**src/rtl/timer_pkg.sv**
```systemverilog
// rtl/timer_pkg.sv - shared types, segment codes and digit decoder for countdown_timer
package timer_pkg;

   typedef enum logic [1:0] {
      IDLE  = 2'd0,
      RUN   = 2'd1,
      PAUSE = 2'd2,
      DONE  = 2'd3
   } state_t;

   // Active-high segment patterns, bit 0 = a ... bit 6 = g
   localparam logic [6:0] SEG_0     = 7'h3f;
   localparam logic [6:0] SEG_1     = 7'h06;
   localparam logic [6:0] SEG_2     = 7'h5b;
   localparam logic [6:0] SEG_3     = 7'h4f;
   localparam logic [6:0] SEG_4     = 7'h66;
   localparam logic [6:0] SEG_5     = 7'h6d;
   localparam logic [6:0] SEG_6     = 7'h7d;
   localparam logic [6:0] SEG_7     = 7'h07;
   localparam logic [6:0] SEG_8     = 7'h7f;
   localparam logic [6:0] SEG_9     = 7'h6f;
   localparam logic [6:0] SEG_BLANK = 7'h00;

   // Non-BCD codes fall through to a dark digit rather than a garbage pattern
   function automatic logic [6:0] digit_to_seg(input logic [3:0] digit);
      logic [6:0] seg;
      case (digit)
         4'd0:    seg = SEG_0;
         4'd1:    seg = SEG_1;
         4'd2:    seg = SEG_2;
         4'd3:    seg = SEG_3;
         4'd4:    seg = SEG_4;
         4'd5:    seg = SEG_5;
         4'd6:    seg = SEG_6;
         4'd7:    seg = SEG_7;
         4'd8:    seg = SEG_8;
         4'd9:    seg = SEG_9;
         default: seg = SEG_BLANK;
      endcase
      return seg;
   endfunction

endpackage

```
**src/rtl/key_debounce.sv**
```systemverilog
// rtl/key_debounce.sv - synchronizer, level debouncer and press-pulse generator for one button
module key_debounce #(
   parameter int DEBOUNCE_CYCLES = 240000
) (
   input  logic clk,
   input  logic rst,
   input  logic key_raw,
   output logic key_press
);

   localparam int CW = $clog2(DEBOUNCE_CYCLES);
   localparam logic [CW-1:0] CNT_LAST = CW'(DEBOUNCE_CYCLES - 1);

   logic          sync_1;
   logic          sync_2;
   logic          level;
   logic          level_d;
   logic [CW-1:0] count;

   // Two-flop synchronizer for the asynchronous pushbutton
   always_ff @(posedge clk) begin
      if (!rst) begin
         sync_1 <= 1'b0;
         sync_2 <= 1'b0;
      end else begin
         sync_1 <= key_raw;
         sync_2 <= sync_1;
      end
   end

   // Accept a new level only after DEBOUNCE_CYCLES consecutive differing samples
   always_ff @(posedge clk) begin
      if (!rst) begin
         count <= '0;
         level <= 1'b0;
      end else if (sync_2 == level) begin
         count <= '0;
      end else if (count == CNT_LAST) begin
         count <= '0;
         level <= ~level;
      end else begin
         count <= count + CW'(1);
      end
   end

   // Registered one-cycle pulse on the debounced rising edge; releases are ignored
   always_ff @(posedge clk) begin
      if (!rst) begin
         level_d   <= 1'b0;
         key_press <= 1'b0;
      end else begin
         level_d   <= level;
         key_press <= level & ~level_d;
      end
   end

endmodule

```
**src/rtl/countdown_timer.sv**
```systemverilog
// rtl/countdown_timer.sv - two-digit BCD countdown timer with alarm; COUNTDOWN_BLINK_DONE_EN blinks the display in DONE
module countdown_timer
   import timer_pkg::*;
#(
   parameter int TICK_DIV        = 12000000,
   parameter int DEBOUNCE_CYCLES = 240000,
   parameter int START_VAL       = 24
) (
   input  logic       clk,
   input  logic       rst,
   input  logic       btn_start,
   input  logic       btn_load,
   output logic [8:0] seg_led_1,
   output logic [8:0] seg_led_2,
   output logic       running,
   output logic       alarm
);

   localparam logic [3:0] START_TENS = 4'(START_VAL / 10);
   localparam logic [3:0] START_ONES = 4'(START_VAL % 10);
   localparam int TW = $clog2(TICK_DIV);
   localparam logic [TW-1:0] TICK_LAST = TW'(TICK_DIV - 1);

   state_t        state;
   state_t        state_next;
   logic          start_press;
   logic          load_press;
   logic          running_next;
   logic          alarm_next;
   logic          enter_run;
   logic          reload;
   logic          tick;
   logic          at_one;
   logic          at_zero;
   logic          show_blank;
   logic [TW-1:0] tick_cnt;
   logic [3:0]    tens;
   logic [3:0]    ones;

   key_debounce #(.DEBOUNCE_CYCLES(DEBOUNCE_CYCLES)) u_start_db (
      .clk       (clk),
      .rst       (rst),
      .key_raw   (btn_start),
      .key_press (start_press)
   );

   key_debounce #(.DEBOUNCE_CYCLES(DEBOUNCE_CYCLES)) u_load_db (
      .clk       (clk),
      .rst       (rst),
      .key_raw   (btn_load),
      .key_press (load_press)
   );

   assign at_one  = (tens == 4'd0) && (ones == 4'd1);
   assign at_zero = (tens == 4'd0) && (ones == 4'd0);
   assign tick    = (state == RUN) && (tick_cnt == TICK_LAST);

   // State register; running/alarm are decoded from the next state so they track it exactly
   always_ff @(posedge clk) begin
      if (!rst) begin
         state   <= IDLE;
         running <= 1'b0;
         alarm   <= 1'b0;
      end else begin
         state   <= state_next;
         running <= running_next;
         alarm   <= alarm_next;
      end
   end

   // Next state; load overrides everything, reaching 00 overrides a pause request
   always_comb begin
      state_next = state;
      if (load_press) begin
         state_next = IDLE;
      end else begin
         case (state)
            IDLE:    if (start_press) state_next = RUN;
            RUN: begin
               if (tick && at_one)   state_next = DONE;
               else if (start_press) state_next = PAUSE;
            end
            PAUSE:   if (start_press) state_next = RUN;
            DONE:    if (start_press) state_next = IDLE;
            default: state_next = IDLE;
         endcase
      end
   end

   // Outputs and datapath controls derived from the transition
   always_comb begin
      running_next = (state_next == RUN);
      alarm_next   = (state_next == DONE);
      enter_run    = (state_next == RUN) && (state != RUN);
      reload       = load_press || ((state == DONE) && (state_next == IDLE));
   end

   // Tick divider: runs only in RUN, restarts from zero on each entry, holds while paused
   always_ff @(posedge clk) begin
      if (!rst || load_press || enter_run) begin
         tick_cnt <= '0;
      end else if (state == RUN) begin
         tick_cnt <= (tick_cnt == TICK_LAST) ? '0 : tick_cnt + TW'(1);
      end
   end

   // BCD down-count, saturating at 00
   always_ff @(posedge clk) begin
      if (!rst || reload) begin
         tens <= START_TENS;
         ones <= START_ONES;
      end else if (tick && !at_zero) begin
         if (ones != 4'd0) begin
            ones <= ones - 4'd1;
         end else begin
            ones <= 4'd9;
            tens <= tens - 4'd1;
         end
      end
   end

`ifdef COUNTDOWN_BLINK_DONE_EN
   localparam int HALF = TICK_DIV / 2;
   localparam int HW = $clog2(HALF + 1);
   localparam logic [HW-1:0] HALF_LAST = HW'(HALF - 1);

   logic [HW-1:0] half_cnt;
   logic          blank;

   // Half-period blink timer, alive only in DONE so each DONE entry starts on 00
   always_ff @(posedge clk) begin
      if (!rst || state != DONE) begin
         half_cnt <= '0;
         blank    <= 1'b0;
      end else if (half_cnt == HALF_LAST) begin
         half_cnt <= '0;
         blank    <= ~blank;
      end else begin
         half_cnt <= half_cnt + HW'(1);
      end
   end

   assign show_blank = (state == DONE) && blank;
`else
   assign show_blank = 1'b0;
`endif

   // Registered segment drive, one cycle behind the digit registers
   always_ff @(posedge clk) begin
      if (!rst) begin
         seg_led_1 <= {2'b00, digit_to_seg(START_ONES)};
         seg_led_2 <= {2'b00, digit_to_seg(START_TENS)};
      end else if (show_blank) begin
         seg_led_1 <= 9'h000;
         seg_led_2 <= 9'h000;
      end else begin
         seg_led_1 <= {2'b00, digit_to_seg(ones)};
         seg_led_2 <= {2'b00, digit_to_seg(tens)};
      end
   end

endmodule

```
**config.mk**
```make
export PLATFORM = sky130hd
export DESIGN_NAME = countdown_timer
export DESIGN_NICKNAME = d
export VERILOG_FILES = /design/src/rtl/timer_pkg.sv /design/src/rtl/key_debounce.sv /design/src/rtl/countdown_timer.sv
export SDC_FILE = /design/constraint.sdc
export NUM_CORES = 1
export LEC_CHECK = 0
export CAP_MARGIN = 10
export CORE_UTILIZATION = 64
export CTS_CLUSTER_SIZE = 30
export DETAILED_ROUTE_END_ITERATION = 12
export PLACE_DENSITY_LB_ADDON = 0.25
export REMOVE_ABC_BUFFERS = 1
export SLEW_MARGIN = 20
export SYNTH_ARGS = -nofsm -noshare
export SYNTH_HDL_FRONTEND = slang
export SYNTH_SLANG_ARGS = --single-unit
```
**constraint.sdc**
```tcl
create_clock -name clk -period 5.8 [get_ports clk]
set_input_delay 1.16 -clock clk [delete_from_list [all_inputs] [get_ports clk]]
set_output_delay 1.16 -clock clk [all_outputs]
set_load 0.01 [all_outputs]
```
==> summary.log, run 1 <==
[power] clock group share of total power 38.4%
[cts] Longest Clk Path Bufs 2
[synth] top cell type's share of synthesized area 42.9%
[die] width of the die 85.6 um
[synth] number of enable flip-flop cells after synthesis 0
[cts] number of buffers inserted during clock tree synthesis 9
[setup_path] Worst Setup Path Type in -> reg
[sta] total setup violations reported at the end of the flow 0
[sta] Final Cycle Share 49.1%
[die] area of the core 6760 sq um
[route] Vias per Instance 5.91
[global_routing] global router's overall resource usage 24.6%
[power] switching pwr 0.000272 W
[cts] number of sinks on the clock net 96
[setup_path] data required time at the worst endpoint 6.09 ns
[synth] dominant cells by area after synthesis sky130_fd_sc_hd__dfxtp_1 (43%), sky130_fd_sc_hd__nor2_1 (5.4%), sky130_fd_sc_hd__ha_1 (4.2%)
[place] Placement Cell Area 4680 sq um
[power] leakage 1.70 nW
[route] Total Wirelength 8.50 mm
[sta] final hold vios 0
[global_routing] first-pass GRT wire length 14.7 mm
[place] hpwl dp 6.13 mm
[setup_path] CP Max Fanout 17
[sta] transition at the pin with the smallest max-transition slack 0.715 ns
[setup_path] maximum single-stage delay on the critical path 0.84 ns
[route] initial drt markers 166
[die] effective utilization at floorplan 66.2%
[setup_path] sort of element at the start of the critical path primary input
[sta] min Tclk post-route 2.85 ns
[setup_path] library cell contributing the largest single delay on the critical path sky130_fd_sc_hd__clkdlybuf4s50_1
[power] cell internal pwr 0.000837 W
[sta] Achievable Freq 351 MHz
[route] 1st-pass router iterations 5
[route] detailed-routing wirelength on met1 3.79 mm
[flow_run] Max Cap Viol 0
[sta] number of max-slew violations in the final report 0
[die] Die Span Y 85.6 um
[cts] post-CTS setup-driven buffer insertion count 0
[route] Antenna Violating Nets Remaining 0
[route] met3 layer wire length in the routed design 290 um
[route] Post-route DRC 0
[synth] flip-flop cell with the highest count after synthesis sky130_fd_sc_hd__dfxtp_1
[synth] xor and xnor fraction of the mapped netlist area 7.63%
[sta] TNS Setup 0 ns
[route] uppermost layer routed met4
[global_routing] number of antenna violations at the first check in global routing 0
[sta] remaining max-slew budget at the tightest pin 52.3%
[synth] Mapped Avg Cell Area 8.52 sq um
[synth] Synth async-reset ratio 0%
[cts] clock latency on the worst-skew pair 0.36 ns
[synth] fraction of the yosys area taken by sequential cells 42.9%
[place] number of port buffers 19
[die] full die area 7330 sq um
[setup_path] kind of end point of the critical path flop
[power] power density over the cells 228 nW/um^2
[power] switching part of the total 24.5%
[worst_hold_path] path category of the worst min-delay check reg -> reg
[outcome] status finished clean
[place] RD Place Congestion 0.847
[synth] synthesis-stage register bit count 96
[synth] library cell with the largest summed area after synthesis sky130_fd_sc_hd__dfxtp_1
[power] Sequential Power Share 59.9%
[die] cell row count 30
[route] average wire per cell in the routed design 13.7 um
[synth] Compound-Gate Fraction of Synth Area 10.5%
[cts] count of hold buffers inserted by post-cts repair 0
[cells_and_area] final design area excluding fillers 4880 sq um
[synth] Cells after Synth 525
[cells_and_area] final layout net count 556
[route] vias 3675
[cts] clock edge transition at the registers on the reported setup and hold paths 0.11 ns
[power] fraction of power consumed by combinational cells 1.7%
[global_routing] vias in the first global route 3481
[cts] total number of H-tree levels 3
[setup_path] arrival time reported for the critical path endpoint 3.13 ns
[cells_and_area] area overhead of the layout relative to synthesis 8.95%
[sta] post-route clock skew 0.0106 ns
[setup_path] chain of cells forming the critical path clkdlybuf4s50_1 > nand2b_1 > nor2_1 > o21ai_2 > a21oi_1
[synth] adder and majority gate portion of the synthesized area 4.19%
[cts] number of gates resized after CTS 0
[synth] Yosys cell types 47
[power] maximum ir drop on the vdd rail 0.167 mV
[synth] most instantiated library cell after synthesis sky130_fd_sc_hd__dfxtp_1
[synth] combinational family with the most area after synthesis simple AND/OR/NAND/NOR gates
[cts] CTS root buffer sky130_fd_sc_hd__clkbuf_8
[global_routing] largest net degree at the start of global routing 20
[global_routing] grt ovf 0
[cts] CTS tree done
[synth] basic-gate share of the synthesized area counting and, or, nand and nor cells 30.6%
[synth] mux cell area share after synthesis 0.447%
[synth] total of warnings raised by yosys 0
[die] I/O pins 24
[cells_and_area] n_diodes 0
[synth] commonest cells in the netlist sky130_fd_sc_hd__dfxtp_1 (96), sky130_fd_sc_hd__nor2_1 (64), sky130_fd_sc_hd__nand2_1 (39)
[sta] RSZ-0062 raised after global routing false
[cells_and_area] fraction of final layout cells with drive strength greater than 1 4.24%
[route] detailed route wirelength on metal2 4.32 mm
[synth] synthesized area 4480 sq um
[cells_and_area] number of inserted filler cells in the final layout 525
kinds of logic (layout without fill, tap and decap cells):
group,count (synthesis),count (layout)
xor+xnor,39,39
buf+inv,37,51
other cells,1,4
mux,2,2
fa+ha+maj,15,15
simple gates,255,255
flops,96,96
compound gates,80,80
stage by stage:
step | hold WS (ns) | std cells | utilization [%] | setup WS [ns] | power (W)
6_report | 0.396 | 622 | 72.2 | 2.95 | 0.00111
2_1_floorplan | 0.367 | 507 | - | 3.65 | 0.000691
5_1_grt | 0.403 | 622 | 72.2 | 2.73 | 0.00115
3_3_place_gp | 0.374 | 606 | 69.2 | 2.47 | 0.000698
4_1_cts | 0.397 | 622 | 72.1 | 2.76 | 0.00112
3_5_place_dp | 0.382 | 606 | 69.2 | 2.38 | 0.000699
critical path: cells and delay by family:
family	cells	cell delay, ns
AND/OR/NAND/NOR	2	0.62
buffers and inverters	1	0.84
AO/OA/AOI/OAI	2	0.50
final cells by class:
type	instances	area, sq um	area share, %
Multi-Input combinational cell	395	2410	49.4
Sequential cell	96	1920	39.4
Timing Repair Buffer	19	190	3.90
Clock buffer	9	124	2.54
Tap cell	80	100	2.05
Clock inverter	7	68.8	1.41
Inverter	16	60.1	1.23
sequential cells by signal, indices dropped and copies added, names as in the netlist, 2 cells and up:
signal / flops
tick_cnt: 24
seg_led_2: 7
seg_led_1: 7
tens: 4
state: 2
u_start_db.count: 18
ones: 4
u_load_db.count: 18
final timing paths:
path              slack (ns)  cells after the start               start              endpoint
setup reg to reg        3.50                      4        tick_cnt[14]           tick_cnt[9]
setup / recovery        2.95                      5                 rst          tick_cnt[15]
hold / removal          0.40                      1  u_start_db.level_d  u_start_db.key_press
hold reg to reg         0.40                      1  u_start_db.level_d  u_start_db.key_press
per-layer routing:
metal / up-vias / track usage (%)
met5: - / 0
met4: 0 / 7.88
met3: 12 / 6.64
met2: 66 / 44.8
met1: 1712 / 27.9
li1: 1885 / -
power by group through the flow:
stage	combinational [W]	clock (W)	sequential (W)
floorplan	0.0000120	0	0.000679
global placement	0.0000183	0	0.000679
detailed placement	0.0000192	0	0.000680
CTS	0.0000191	0.000437	0.000664
global route	0.0000221	0.000464	0.000665
finish	0.0000192	0.000426	0.000664
layout by cell type (no fill, tap or decap), drive strengths merged, types with 3 or more instances in the layout:
cell type      count
and2               6
ha                15
clkbuf             9
xor2              20
nand4             18
inv               20
and4b              3
nor3              10
nor2b              6
a21oi             29
clkinv             3
o21ai             28
and3              12
nor4              10
clkdlybuf4s50     19
and4               9
nand2             39
nor2              64
nand3             31
xnor2             19
conb               4
nand4b             3
nor3b              4
or3               14
or4               13
o31ai              8
o21a               4
dfxtp             96
nand2b             7
(Power assumes the default switching activity.)
==> run 2, diff against run 1 <==
--- a/config.mk
+++ b/config.mk
@@ -6,7 +6,7 @@
 export NUM_CORES = 1
 export LEC_CHECK = 0
 export CAP_MARGIN = 10
-export CORE_UTILIZATION = 64
+export CORE_UTILIZATION = 54
 export CTS_CLUSTER_SIZE = 30
 export DETAILED_ROUTE_END_ITERATION = 12
 export PLACE_DENSITY_LB_ADDON = 0.25
==> constraint.sdc (replaced) <==
create_clock -name clk -period 2.6 [get_ports clk]
set_input_delay 0.52 -clock clk [delete_from_list [all_inputs] [get_ports clk]]
set_output_delay 0.52 -clock clk [all_outputs]
set_load 0.01 [all_outputs]
==> summary.log, run 2 (synthesized netlist as in run 1, its figures left out) <==
[global_routing] number of antenna violations at the first check in global routing 0 [unchanged]
[route] initial drt markers 187 [+13%]
[cts] number of buffers inserted during clock tree synthesis 9 [unchanged]
[die] full die area 8660 sq um [+18%]
[worst_hold_path] path category of the worst min-delay check reg -> reg
[die] width of the die 93.0 um [+8.7%]
[place] Setup WS pre-CTS 0.292 ns [-2.09 ns]
[cts] Longest Clk Path Bufs 2 [unchanged]
[setup_path] maximum single-stage delay on the critical path 0.60 ns [-0.24 ns]
[cells_and_area] biggest regs tick_cnt: 24 flops, u_load_db.count: 18 flops, u_start_db.count: 18 flops
[sta] least setup slack across all paths after layout 0.333 ns [-2.62 ns]
[cells_and_area] n_diodes 0 [unchanged]
[cts] number of gates resized after CTS 0 [unchanged]
[setup_path] sort of element at the start of the critical path flop
[sta] total setup violations reported at the end of the flow 0 [unchanged]
[place] number of port buffers 19 [unchanged]
[place] Placement Cell Area 4760 sq um [+1.7%]
[cts] clock latency on the worst-skew pair 0.35 ns [about the same]
[global_routing] vias in the first global route 3402 [-2.3%]
[cts] clock edge transition at the registers on the reported setup and hold paths 0.09 ns [-0.02 ns]
[place] RD Place Congestion 0.880 [+4.0%]
[outcome] status finished clean
[global_routing] global router's overall resource usage 21.7% [-2.9 points]
[cts] count of hold buffers inserted by post-cts repair 0 [unchanged]
[sta] Final Cycle Share 87.2%
[sta] final hold vios 0 [unchanged]
[die] I/O pins 24 [unchanged]
[die] Die Span Y 93.0 um [+8.7%]
[power] leakage 1.72 nW [+1.6%]
[setup_path] data required time at the worst endpoint 2.85 ns [-3.24 ns]
[route] Post-route DRC 0 [unchanged]
[setup_path] arrival time reported for the critical path endpoint 2.52 ns [-0.61 ns]
[cts] number of sinks on the clock net 96 [unchanged]
[setup_path] cell occurring most often along the worst timing path sky130_fd_sc_hd__or4_4
[sta] number of max-slew violations in the final report 0 [unchanged]
[cts] post-CTS setup-driven buffer insertion count 0 [unchanged]
[power] maximum ir drop on the vdd rail 0.323 mV [+93%]
[route] Antenna Violating Nets Remaining 0 [unchanged]
[setup_path] Worst Setup Path Type reg -> reg
[power] power density over the cells 490 nW/um^2 [+120%]
[setup_path] kind of end point of the critical path flop
[cells_and_area] commonest non-fill, non-tap cells in the layout sky130_fd_sc_hd__dfxtp_1 (96), sky130_fd_sc_hd__nor2_1 (64), sky130_fd_sc_hd__nand2_1 (39)
[setup_path] chain of cells forming the critical path or4b_1 > or4_4 > or4_4 > o211a_1
[route] 1st-pass router iterations 4 [-1]
[cts] CTS root buffer sky130_fd_sc_hd__clkbuf_8
[cts] CTS tree done
[cells_and_area] area overhead of the layout relative to synthesis 10.5%
[cells_and_area] max FFs per register 24 [unchanged]
[place] hpwl dp 6.31 mm [+2.9%]
[setup_path] CP Max Fanout 13 [-4]
[sta] post-route clock skew 0.00954 ns [-0.00102 ns]
[global_routing] first-pass GRT wire length 15.3 mm [+3.9%]
[setup_path] library cell contributing the largest single delay on the critical path sky130_fd_sc_hd__or4_4
[route] Vias per Instance 5.66 [-4.2%]
[cells_and_area] leading cell type in the layout, fill and taps excluded sky130_fd_sc_hd__dfxtp_1
[sta] Achievable Freq 441 MHz
[cells_and_area] final layout net count 563 [+1.3%]
[sta] RSZ-0062 raised after global routing false
[die] effective utilization at floorplan 56.7% [-9.5 points]
[cts] total number of H-tree levels 3 [unchanged]
[cells_and_area] final design area excluding fillers 4940 sq um [+1.4%]
[global_routing] grt ovf 0 [unchanged]
[cells_and_area] number of inserted filler cells in the final layout 679 [+29%]
[sta] min Tclk post-route 2.27 ns
[sta] transition at the pin with the smallest max-transition slack 0.658 ns [-0.0572 ns]
[flow_run] Max Cap Viol 0 [unchanged]
[cells_and_area] Biggest register tick_cnt
[die] cell row count 32 [+6.7%]
[sta] TNS Setup 0 ns [unchanged]
[die] area of the core 7890 sq um [+17%]
[route] average wire per cell in the routed design 13.4 um [-2.2%]
[sta] remaining max-slew budget at the tightest pin 56.1% [+3.8 points]
[global_routing] largest net degree at the start of global routing 18 [-10%]
[route] vias 3686 [+0.30%]
[cells_and_area] fraction of final layout cells with drive strength greater than 1 5.46% [+1.2 points]
[route] Total Wirelength 8.70 mm [+2.4%]
==> run 2: cell types whose count changed in the layout (fill, tap and decap cells not counted) <==
cell	delta
sky130_fd_sc_hd__inv_6	-1
sky130_fd_sc_hd__buf_4	+7
sky130_fd_sc_hd__clkinv_2	+2
sky130_fd_sc_hd__clkinvlp_4	+1
sky130_fd_sc_hd__inv_8	-3
sky130_fd_sc_hd__clkbuf_8	+1
==> run 2: routing by layer <==
layer / vias up / global-route usage, % / wire (um)
met4: 0 / 6.67 / 90
met5: - / 0 / 0
met3: 8 / 4.88 / 255
met2: 64 / 36.2 / 4100
li1: 1901 / - / -
met1: 1713 / 28.0 / 4250
==> run 2: area by class of cell <==
class	count	area [sq um]	share of cell area, %
inverter	16	60.1	1.21
timing repair buffer	26	243	4.91
clock inverter	6	43.8	0.886
tap	102	128	2.58
sequential	96	1920	38.9
multi-input combinational	395	2410	48.8
clock buffer	10	138	2.78
==> run 2: path summary, 6_finish.rpt <==
path                      from                  end  slack, ns  cells past startpoint
max reg2reg       tick_cnt[14]              running       0.33                      4
min          u_load_db.level_d  u_load_db.key_press       0.39                      1
min reg2reg  u_load_db.level_d  u_load_db.key_press       0.39                      1
max               tick_cnt[14]              running       0.33                      4
==> run 2: power breakdown <==
| group | internal (W) | switching (W) | total (W) |
|---|---|---|---|
| combinational | 0.0000173 | 0.0000304 | 0.0000477 |
| sequential | 0.00148 | 0.00000633 | 0.00148 |
| clock | 0.000377 | 0.000515 | 0.000892 |
| total | 0.00187 | 0.000552 | 0.00242 |
==> run 2: critical path, delay by kind of cell, from the launching register on <==
family | cells | cell delay, ns
and+or+nand+nor | 3 | 1.67
DFF | 1 | 0.35
AOI/OAI and AO/OA | 1 | 0.14
==> run 2: through the flow <==
step	util, %	total power, W	instances	hold slack [ns]
after floorplan	-	0.00154	507	0.367
after global placement	60.3	0.00156	635	0.372
after detailed placement	60.3	0.00156	635	0.382
after CTS	62.6	0.00245	651	0.394
after global routing	62.7	0.00252	651	0.405
final	62.7	0.00242	651	0.393
